**src/rtl/keypad_scan_ctrl_if.sv**
```systemverilog
// Key readout bus between keypad_scan_ctrl and the CPU side.
// master = controller, slave = bus reader.
interface keypad_scan_ctrl_if;
  logic [3:0] key_code;
  logic       key_valid;
  logic       key_ack;
  logic       key_ovf;
  logic       key_irq;

  modport master (
    output key_code,
    output key_valid,
    output key_ovf,
    output key_irq,
    input  key_ack
  );

  modport slave (
    input  key_code,
    input  key_valid,
    input  key_ovf,
    input  key_irq,
    output key_ack
  );
endinterface

```
**src/rtl/keypad_scan_ctrl.sv**
```systemverilog
// 4x4 keypad scanner: column scan, debounce, hold-until-release.
// Define KEYPAD_SCAN_IRQ_EN to generate a key_irq pulse per accepted key.
module keypad_scan_ctrl #(
  parameter int SCAN_DIV     = 1000,
  parameter int DEBOUNCE_CNT = 100000
) (
  input  logic         sys_clk_100M,
  input  logic         sys_rst_n,
  input  logic [3:0]   btn_key_row,
  output logic [3:0]   btn_key_col,
  keypad_scan_ctrl_if.master kbus
);

  localparam logic [15:0] DIV_LAST =
    16'(SCAN_DIV - 1);
  localparam logic [19:0] DB_LAST =
    20'(DEBOUNCE_CNT - 1);

  typedef enum logic [1:0] {
    SCAN,
    DEBOUNCE,
    HOLD
  } state_t;

  state_t      state_q, state_d;
  logic [3:0]  sync_q, rs;
  logic [15:0] div_q, div_d;
  logic [19:0] db_q, db_d;
  logic [3:0]  col_q, col_d;
  logic [1:0]  cidx_q, cidx_d;
  logic [3:0]  pat_q, pat_d;
  logic [3:0]  col_nx;
  logic [1:0]  cidx_nx;
  logic [1:0]  row_idx;
  logic        accept;
  logic [3:0]  code_q;
  logic        valid_q;
  logic        ovf_q;

  always_ff @(posedge sys_clk_100M) begin
    if (!sys_rst_n) begin
      sync_q <= 4'hF;
      rs     <= 4'hF;
    end else begin
      sync_q <= btn_key_row;
      rs     <= sync_q;
    end
  end

  assign col_nx  = {col_q[2:0], col_q[3]};
  assign cidx_nx = (cidx_q == 2'd3) ? 2'd0
                                     : cidx_q + 2'd1;

  // Lowest-index pressed row wins.
  always_comb begin
    row_idx = 2'd0;
    priority case (1'b1)
      !pat_q[0]: row_idx = 2'd0;
      !pat_q[1]: row_idx = 2'd1;
      !pat_q[2]: row_idx = 2'd2;
      !pat_q[3]: row_idx = 2'd3;
      default:   row_idx = 2'd0;
    endcase
  end

  always_comb begin
    state_d = state_q;
    div_d   = div_q;
    db_d    = db_q;
    col_d   = col_q;
    cidx_d  = cidx_q;
    pat_d   = pat_q;
    accept  = 1'b0;
    unique case (state_q)
      SCAN: begin
        if (div_q == DIV_LAST) begin
          div_d = '0;
          if (rs != 4'hF) begin
            pat_d   = rs;
            db_d    = '0;
            state_d = DEBOUNCE;
          end else begin
            col_d  = col_nx;
            cidx_d = cidx_nx;
          end
        end else begin
          div_d = div_q + 16'd1;
        end
      end
      DEBOUNCE: begin
        if (rs != pat_q) begin
          state_d = SCAN;
          db_d    = '0;
          div_d   = '0;
          col_d   = col_nx;
          cidx_d  = cidx_nx;
        end else if (db_q == DB_LAST) begin
          accept  = 1'b1;
          db_d    = '0;
          state_d = HOLD;
        end else begin
          db_d = db_q + 20'd1;
        end
      end
      HOLD: begin
        if (rs != 4'hF) begin
          db_d = '0;
        end else if (db_q == DB_LAST) begin
          db_d    = '0;
          div_d   = '0;
          state_d = SCAN;
          col_d   = col_nx;
          cidx_d  = cidx_nx;
        end else begin
          db_d = db_q + 20'd1;
        end
      end
      default: begin
        state_d = SCAN;
        db_d    = '0;
        div_d   = '0;
      end
    endcase
  end

  always_ff @(posedge sys_clk_100M) begin
    if (!sys_rst_n) begin
      state_q <= SCAN;
      div_q   <= '0;
      db_q    <= '0;
      col_q   <= 4'b1110;
      cidx_q  <= 2'd0;
      pat_q   <= 4'hF;
    end else begin
      state_q <= state_d;
      div_q   <= div_d;
      db_q    <= db_d;
      col_q   <= col_d;
      cidx_q  <= cidx_d;
      pat_q   <= pat_d;
    end
  end

  // An ack in the acceptance cycle lets the new key replace the old cleanly.
  always_ff @(posedge sys_clk_100M) begin
    if (!sys_rst_n) begin
      code_q  <= 4'd0;
      valid_q <= 1'b0;
      ovf_q   <= 1'b0;
    end else if (accept) begin
      code_q  <= {row_idx, cidx_q};
      valid_q <= 1'b1;
      ovf_q   <= valid_q & ~kbus.key_ack;
    end else if (kbus.key_ack && valid_q) begin
      valid_q <= 1'b0;
      ovf_q   <= 1'b0;
    end
  end

  assign btn_key_col    = col_q;
  assign kbus.key_code  = code_q;
  assign kbus.key_valid = valid_q;
  assign kbus.key_ovf   = ovf_q;

`ifdef KEYPAD_SCAN_IRQ_EN
  logic irq_q;

  always_ff @(posedge sys_clk_100M) begin
    if (!sys_rst_n) begin
      irq_q <= 1'b0;
    end else begin
      irq_q <= accept;
    end
  end

  assign kbus.key_irq = irq_q;
`else
  assign kbus.key_irq = 1'b0;
`endif

endmodule
```
**src/flat_wrapper.sv**
```systemverilog
// flat-port wrapper written by rule: the top's interface ports become plain ports
module keypad_scan_ctrl_flat 
#(
  parameter int SCAN_DIV     = 1000,
  parameter int DEBOUNCE_CNT = 100000
)
  (sys_clk_100M, sys_rst_n, btn_key_row, btn_key_col, kbus_key_code, kbus_key_valid, kbus_key_ovf, kbus_key_irq, kbus_key_ack);
  keypad_scan_ctrl_if kbus_i ();
  input  logic sys_clk_100M;
  input  logic sys_rst_n;
  input  logic [3:0] btn_key_row;
  output logic [3:0] btn_key_col;
  output wire logic [$bits(kbus_i.key_code)-1:0] kbus_key_code;
  output wire logic [$bits(kbus_i.key_valid)-1:0] kbus_key_valid;
  output wire logic [$bits(kbus_i.key_ovf)-1:0] kbus_key_ovf;
  output wire logic [$bits(kbus_i.key_irq)-1:0] kbus_key_irq;
  input wire logic [$bits(kbus_i.key_ack)-1:0] kbus_key_ack;
  assign kbus_key_code = kbus_i.key_code;
  assign kbus_key_valid = kbus_i.key_valid;
  assign kbus_key_ovf = kbus_i.key_ovf;
  assign kbus_key_irq = kbus_i.key_irq;
  assign kbus_i.key_ack = kbus_key_ack;
  keypad_scan_ctrl #(.SCAN_DIV(SCAN_DIV), .DEBOUNCE_CNT(DEBOUNCE_CNT)) u_core (.sys_clk_100M(sys_clk_100M), .sys_rst_n(sys_rst_n), .btn_key_row(btn_key_row), .btn_key_col(btn_key_col), .kbus(kbus_i));
endmodule
```
**config.mk**
```make
export PLATFORM = sky130hd
export DESIGN_NAME = keypad_scan_ctrl_flat
export DESIGN_NICKNAME = d
export VERILOG_FILES = /design/src/rtl/keypad_scan_ctrl_if.sv /design/src/rtl/keypad_scan_ctrl.sv /design/src/flat_wrapper.sv
export SDC_FILE = /design/constraint.sdc
export NUM_CORES = 1
export LEC_CHECK = 0
export BUFFER_PORTS_ARGS = -buffer_cell sky130_fd_sc_hd__buf_2
export CAP_MARGIN = 20
export CORE_AREA = 8 8 104 106
export CTS_CLUSTER_DIAMETER = 120
export DETAILED_ROUTE_END_ITERATION = 10
export DIE_AREA = 0 0 112 114
export GPL_TIMING_DRIVEN = 1
export HOLD_SLACK_MARGIN = 0.15
export PLACE_DENSITY = 0.57
export REMOVE_ABC_BUFFERS = 1
export SYNTH_ARGS = -nofsm -noshare
export SYNTH_HDL_FRONTEND = slang
export SYNTH_SLANG_ARGS = --single-unit
```
**constraint.sdc**
```tcl
create_clock -name sys_clk_100M -period 3.1 [get_ports sys_clk_100M]
set_input_delay 0.155 -clock sys_clk_100M [delete_from_list [all_inputs] [get_ports sys_clk_100M]]
set_output_delay 0.155 -clock sys_clk_100M [all_outputs]
set_load 0.02 [all_outputs]
```
Word-level counts from Yosys, hierarchy flattened
Index checks and enable logic that the tools add are counted.
Widths: inputs -> output; s select.
{"block": "totals", "register_bits": 62, "out_inout_bits": 11, "word_cells": 80}
{"block": "op_classes", "add_sub_neg": 3, "n_eq_ne": 14, "mux": 41, "n_bitwise": 2, "n_reduce_logical": 9}
{"op": "$mux 20", "count": 5}
{"op": "$mux 16", "count": 4}
{"op": "$pmux 20 s3", "count": 1}
{"op": "$pmux 16 s3", "count": 1}
{"op": "$mux 2", "count": 16}
{"op": "$add 20x1->20 const B", "count": 1}
{"op": "$eq 20x17->1 const B", "count": 1}
{"op": "$mux 4", "count": 5}
{"op": "$add 16x1->16 const B", "count": 1}
{"op": "$eq 16x10->1 const B", "count": 1}
{"op": "$pmux 2 s3", "count": 2}
{"op": "$pmux 4 s3", "count": 1}
{"op": "$ne 2x1->1 const B", "count": 4}
{"op": "$mux 1", "count": 6}
{"op": "$reduce_and 3->1", "count": 2}
{"op": "$reduce_and 6->1", "count": 1}
{"op": "$reduce_and 5->1", "count": 1}
{"op": "$eq 2x2->1 const B", "count": 2}
{"op": "$ne 2x2->1 const B", "count": 2}
{"op": "$ne 4x4->1", "count": 1}
{"op": "$ne 4x4->1 const B", "count": 1}
{"op": "$ne 3x1->1 const B", "count": 1}
{"op": "$reduce_bool 3->1", "count": 1}
{"op": "$add 2x1->2 const B", "count": 1}
{"op": "other kinds (7)", "count": 7}

Logic depth before layout (Yosys ltp)
{"block": "depth", "depth_word": 5, "mapped_depth": 9, "ltp_nobuf": 8}

Worst setup path after synthesis
OpenSTA, ideal clock, no wires.
{"block": "synth_path", "kind": "reg2reg", "from": "reg u_core.db_q[0]", "to": "reg u_core.div_q[12]", "setup_time_ns": 0.070, "arrival_ns": 1.915, "required_time_ns": 3.030, "setup_slack_ns": 1.115, "path_stages_with_launch": 9, "n_path_buf": 1, "path_cell_list": "dfxtp_1 > ha_1 > and4_4 > nand4_4 > o31ai_4 > nand3_2 > buf_6 > or3_1 > a21oi_1"}
{"block": "synth_between", "elab_chain_cells": 3}
{"item": "from (decl)", "line_no": "keypad_scan_ctrl.sv:28", "rtl": "logic [19:0] db_q, db_d;"}
{"item": "from (signal assigned)", "line_no": "keypad_scan_ctrl.sv:130", "rtl": "db_q <= '0;"}
{"item": "from (signal assigned)", "line_no": "keypad_scan_ctrl.sv:137", "rtl": "db_q <= db_d;"}
{"item": "$eq 20x17->1", "line_no": "keypad_scan_ctrl.sv:108", "rtl": "end else if (db_q == DB_LAST) begin"}
{"item": "$ne 2x1->1 (no source line)"}
{"item": "$reduce_and 3->1 (no source line)"}
{"item": "to (signal assigned)", "line_no": "keypad_scan_ctrl.sv:136", "rtl": "div_q <= div_d;"}
{"item": "to (decl)", "line_no": "keypad_scan_ctrl.sv:27", "rtl": "logic [15:0] div_q, div_d;"}
Every way passes these cells.
A chain may end at the register's enable or synchronous reset.

Worst setup path after layout
{"block": "layout_path", "from": "reg u_core.div_q[0]", "to": "reg u_core.div_q[7]"}
{"block": "layout_between", "elab_chain_cells": 3}
{"item": "$add 16x1->16 or $eq 16x10->1 (tied branches)", "line_no": "keypad_scan_ctrl.sv:87, keypad_scan_ctrl.sv:76"}
{"item": "$mux 16 (*)", "line_no": "keypad_scan_ctrl.sv:76", "rtl": "if (div_q == DIV_LAST) begin"}
{"item": "$pmux 16 s3 (*)", "line_no": "keypad_scan_ctrl.sv:74", "rtl": "unique case (state_q)"}
Every way passes the cells marked *; elsewhere a longest branch is shown, timed or not.

==> results.md <==
Power and ir drop:
- Net switching is 25.9% of the power.
- In this run the power density over the cells is 505 nW/um^2.
- The analysis attributes to net switching a power of 0.466 mW.
- The overall power after layout is 1.80 mW.
- Summed over all cells, the static leakage comes to 1.32 nW.
- The proportion of power drawn by combinational gates is 9.8%.
- In this run, the clock network consumes 44.1% of the power.
- VDD sags by at most 0.000289 V.
- The portion of total power attributed to sequential cells is 46.2%.
- The internal portion of the total power is 1.33 mW.

Drt:
- The remaining routing DRC violations is 0.
- The via count is 2,724.
- The residual antenna-violating net count after detailed routing is 0.
- In the routed layout, each cell is associated on average with a via count of 5.31.
- The number of DRC markers after the initial detailed-route iteration is 154.
- The final layout contains routed wiring with a total length of 6880 um.
- The detail-routed net length per standard cell is 13.4 um.
- The pre-antenna-repair detailed-routing pass consisted of 4 iterations.

Worst setup path:
- By startpoint and endpoint, the worst setup path is classified as reg -> reg.
- The worst register-to-register path has a setup slack of 690 ps.
- Traced cell by cell, the critical path runs through ha_1 > nand2_1 > and4bb_2 > a21oi_2 > nand3_2 > or3_2 > a21oi_1.
- The endpoint type of the worst setup path is a register.
- The destination of the worst register-to-register timing path is u_core.div_q[7]$_SDFFE_PN0P_.
- The worst path arrival time is 2680 ps.
- In this run the critical register-to-register path is launched from u_core.div_q[0]$_SDFFE_PN0P_.
- Of all nets on the critical path, the largest fanout is 13.
- The largest single stage delay on the critical path is 520 ps.
- On the critical path, the stage with the largest delay is an instance of sky130_fd_sc_hd__or3_2.
- The critical path data required time is 3370 ps.
- The kind of launch point of the worst setup path is a register.
- The cell depth of the worst flop-to-flop path is 7.

Run:
- The reported max-cap violation count is 0.

Yosys:
- The count of cell types in the netlist is 55.
- The number of synthesized flops with an enable pin is 0.
- The number of flip-flops and latches in the synthesized netlist is 62.
- After synthesis, the mean cell area works out to 8.32 sq um.
- The synthesis warning total is 0.
- The biggest area contributor in the post-synthesis netlist is sky130_fd_sc_hd__dfxtp_1.
- The synthesized-area fraction occupied by ao, oa, aoi and oai cells is 17.7%.
- The synthesized netlist devotes 2.82% of its cell area to adder and majority cells.
- The post-synthesis share of cell area spent on and, or, nand and nor gates is 30.9%.
- After synthesis the cells add up to 3110 sq um.
- In the synthesized netlist, the cells that appear most often are sky130_fd_sc_hd__dfxtp_1, sky130_fd_sc_hd__nand2_1, sky130_fd_sc_hd__a21oi_1, sky130_fd_sc_hd__nand3_1, sky130_fd_sc_hd__o21ai_0.
- The fraction of the yosys area taken by sequential cells is 39.9%.
- The most numerous cell in the Yosys netlist is sky130_fd_sc_hd__dfxtp_1.
- After technology mapping, the gate count stands at 374.
- The synthesized netlist devotes 0.282% of its cell area to XOR and XNOR gates.
- After synthesis, the cell types taking the most area are sky130_fd_sc_hd__dfxtp_1, sky130_fd_sc_hd__nand2_1, sky130_fd_sc_hd__a21oi_1, sky130_fd_sc_hd__nand3_1, sky130_fd_sc_hd__o21ai_0.
- In the synthesized netlist, mux cells make up 3.86% of the area.
- The share of Yosys cell area claimed by the top area cell type is 39.9%.
- The combinational family with the most area after synthesis is simple AND/OR/NAND/NOR gates.
- In the synthesized netlist the async set-or-reset flop fraction comes to 0%.
- The flip-flop cell with the highest count after synthesis is sky130_fd_sc_hd__dfxtp_1.

Timing:
- The total count of max-transition violations in the final report is 0.
- The number of setup violations in the final report is 0.
- The shortest clock period the worst path allows after layout is 2410 ps.
- After routing, the total negative slack on setup checks comes to 0 ps.
- Setup repair after global routing left no endpoint under its margin.
- The final worst-path setup slack is 692 ps.
- The clock arrives with 9.70 ps of skew.
- At the pin with the least slew margin, the transition time is 771 ps.
- Across all hold checks on the routed design, the worst slack comes to 164 ps.
- The post-route clock period utilization is 77.7%.
- The timing-limited maximum frequency is 415 MHz.
- The worst slew slack as a fraction of its limit is 48.5%.
- The number of endpoints with negative hold slack in the final report is 0.

Die:
- The height of the chip is 114 um.
- In this run the horizontal extent of the chip is 112 um.
- The initial core utilization is 34.1%.
- The number of standard-cell rows in the floorplan is 35.
- Pin placement for this block handled 18 I/O pins.
- The floorplan step defined a core boundary enclosing 9110 sq um.
- The die area is 12,800 sq um.

Final layout:
- The combined area of the multi-input logic cells is 1730 sq um.
- The count of antenna diodes in the layout is 0.
- Summing all flip-flop and latch instances after layout gives 1240 sq um.
- The final non-filler cell area is 3560 sq um.
- The number of nets in the final layout is 411.
- In the final layout, the share of cells above drive strength 1 is 13.2%.
- The fraction of the core area covered by cells at the end of the flow is 39.1%.
- The final-layout fill cell count is 966.
- From synthesis to final layout, the design area changed by 14.6%.
- The non-filler instance count after layout is 513.

CTS:
- The clock-pin slew on the worst setup and hold paths is 70 ps.
- The clock network latency to the later pin of the worst-skew pair is 350 ps.
- The number of buffers created by CTS is 9.
- The cell sitting at the root of the clock tree is a sky130_fd_sc_hd__clkbuf_8.
- TritonCTS built the clock tree.
- The number of buffers inserted to repair setup after CTS is 0.
- The sink count of the clock tree is 62.
- Counting along the longest clock path gives a buffer depth of 2.
- The clock tree synthesis step divided the H-tree into 3 levels.

Global route:
- The number of global-route vias before repair is 2,611.
- The initial antenna violation count is 0.
- For this run, the total global-route usage over all layers was measured as 11.2%.
- For this run the aggregate overflow at the end of global routing stands at 0.
- The first global-routing pass estimated 11,800 um of wire.
- Entering global routing, the biggest net connects 24 pins.

Placement:
- Detailed placement ended at an HPWL of 4810 um.
- The worst slack at placement is 731 ps.
- The total placed instance area is 3290 sq um.
- In this run the tool buffered the top-level ports with 16 buffer cells.
- At the end of routability-driven placement, the weighted congestion stood at 0.849.
- Counting tap cells, the placed design contains a total of 492 instances.

Hold path:
- The endpoint with the worst hold slack is u_core.pat_q[0]$_SDFFE_PN1P_.
- Along the worst hold path, the cell count comes to 2.
- The path class of the tightest hold or removal check is in -> reg.
- The startpoint identified for the worst hold timing path is sys_rst_n.

Outcome:
- The flow ran to the end, and the final reports show no timing, DRC or antenna violations.
## critical path: cells and delay by family (launching register included)
family                     cells  cell delay, ps
DFF                            1             340
adders and majority gates      1             240
AOI/OAI and AO/OA              2             520
and+or+nand+nor                4            1220
## worst max-delay path by stage
stage | from | end | slack (ps) | cells after the start
CTS | u_core.div_q[0]$_SDFFE_PN0P_ | u_core.div_q[7]$_SDFFE_PN0P_ | 710 | 7
global placement | u_core.pat_q[3]$_SDFFE_PN1P_ | u_core.db_q[19]$_SDFFE_PN0P_ | 770 | 6
detailed placement | u_core.div_q[0]$_SDFFE_PN0P_ | u_core.div_q[7]$_SDFFE_PN0P_ | 730 | 7
global route | u_core.div_q[0]$_SDFFE_PN0P_ | u_core.div_q[7]$_SDFFE_PN0P_ | 500 | 7
finish | u_core.div_q[0]$_SDFFE_PN0P_ | u_core.div_q[7]$_SDFFE_PN0P_ | 690 | 7
floorplan | u_core.db_q[0]$_SDFFE_PN0P_ | u_core.div_q[7]$_SDFFE_PN0P_ | 1040 | 7
## cells in the final DEF (no fill, tap or decap), drive strengths merged, types with 6 or more instances in the layout
| cell | count |
|---|---|
| nand4 | 11 |
| nand2 | 42 |
| o21ai | 25 |
| buf | 20 |
| mux2i | 12 |
| a21oi | 32 |
| nand2b | 13 |
| nor3 | 11 |
| clkbuf | 9 |
| ha | 7 |
| nor2 | 23 |
| dfxtp | 62 |
| or3 | 10 |
| inv | 20 |
| o211ai | 6 |
| nand3 | 33 |
| and2 | 8 |
## sequential cells by signal (all words and copies together), names as in the netlist, 2 cells and up
name                  flops
u_core.div_q             16
u_core.state_q            2
u_core.pat_q              4
u_core.rs                 4
u_core.db_q              20
u_core.sync_q             4
u_core.btn_key_col        4
u_core.cidx_q             2
u_core.kbus.key_code      4
## cell type report
| type | instances | area share (%) |
|---|---|---|
| Clock buffer | 9 | 3.48 |
| Clock inverter | 7 | 2.74 |
| Inverter | 19 | 2.00 |
| Multi-Input combinational cell | 280 | 48.6 |
| Sequential cell | 62 | 34.8 |
| Tap cell | 111 | 3.90 |
| Timing Repair Buffer | 25 | 4.49 |
## layer usage
metal | vias to the layer above | GRT usage (%) | wire, um
met5 | - | 0 | 0
met4 | 0 | 6.29 | 126
met3 | 9 | 2.32 | 266
met2 | 60 | 18.2 | 3130
met1 | 1263 | 13.6 | 3360
li1 | 1392 | - | -
## what timing repair did
item,in CTS,in global routing
resized for setup,0,0
hold endpoints to repair,6,0
hold buffers,5,0
## logic make-up (layout without fill, tap and decap cells)
logic type / after synthesis / count (layout)
simple gates: 173 / 173
mux: 12 / 12
other cells: 1 / 1
flops: 62 / 62
xor+xnor: 1 / 1
fa+ha+maj: 7 / 7
compound gates: 86 / 86
buf+inv: 32 / 60
## power groups by stage
stage / combinational [mW] / clock [mW] / sequential [mW]
floorplan: 0.118 / 0 / 0.849
global placement: 0.171 / 0 / 0.849
detailed placement: 0.170 / 0 / 0.850
CTS: 0.176 / 0.813 / 0.831
global route: 0.195 / 0.848 / 0.834
finish: 0.176 / 0.793 / 0.832
Power figures use the tool's default switching activity.
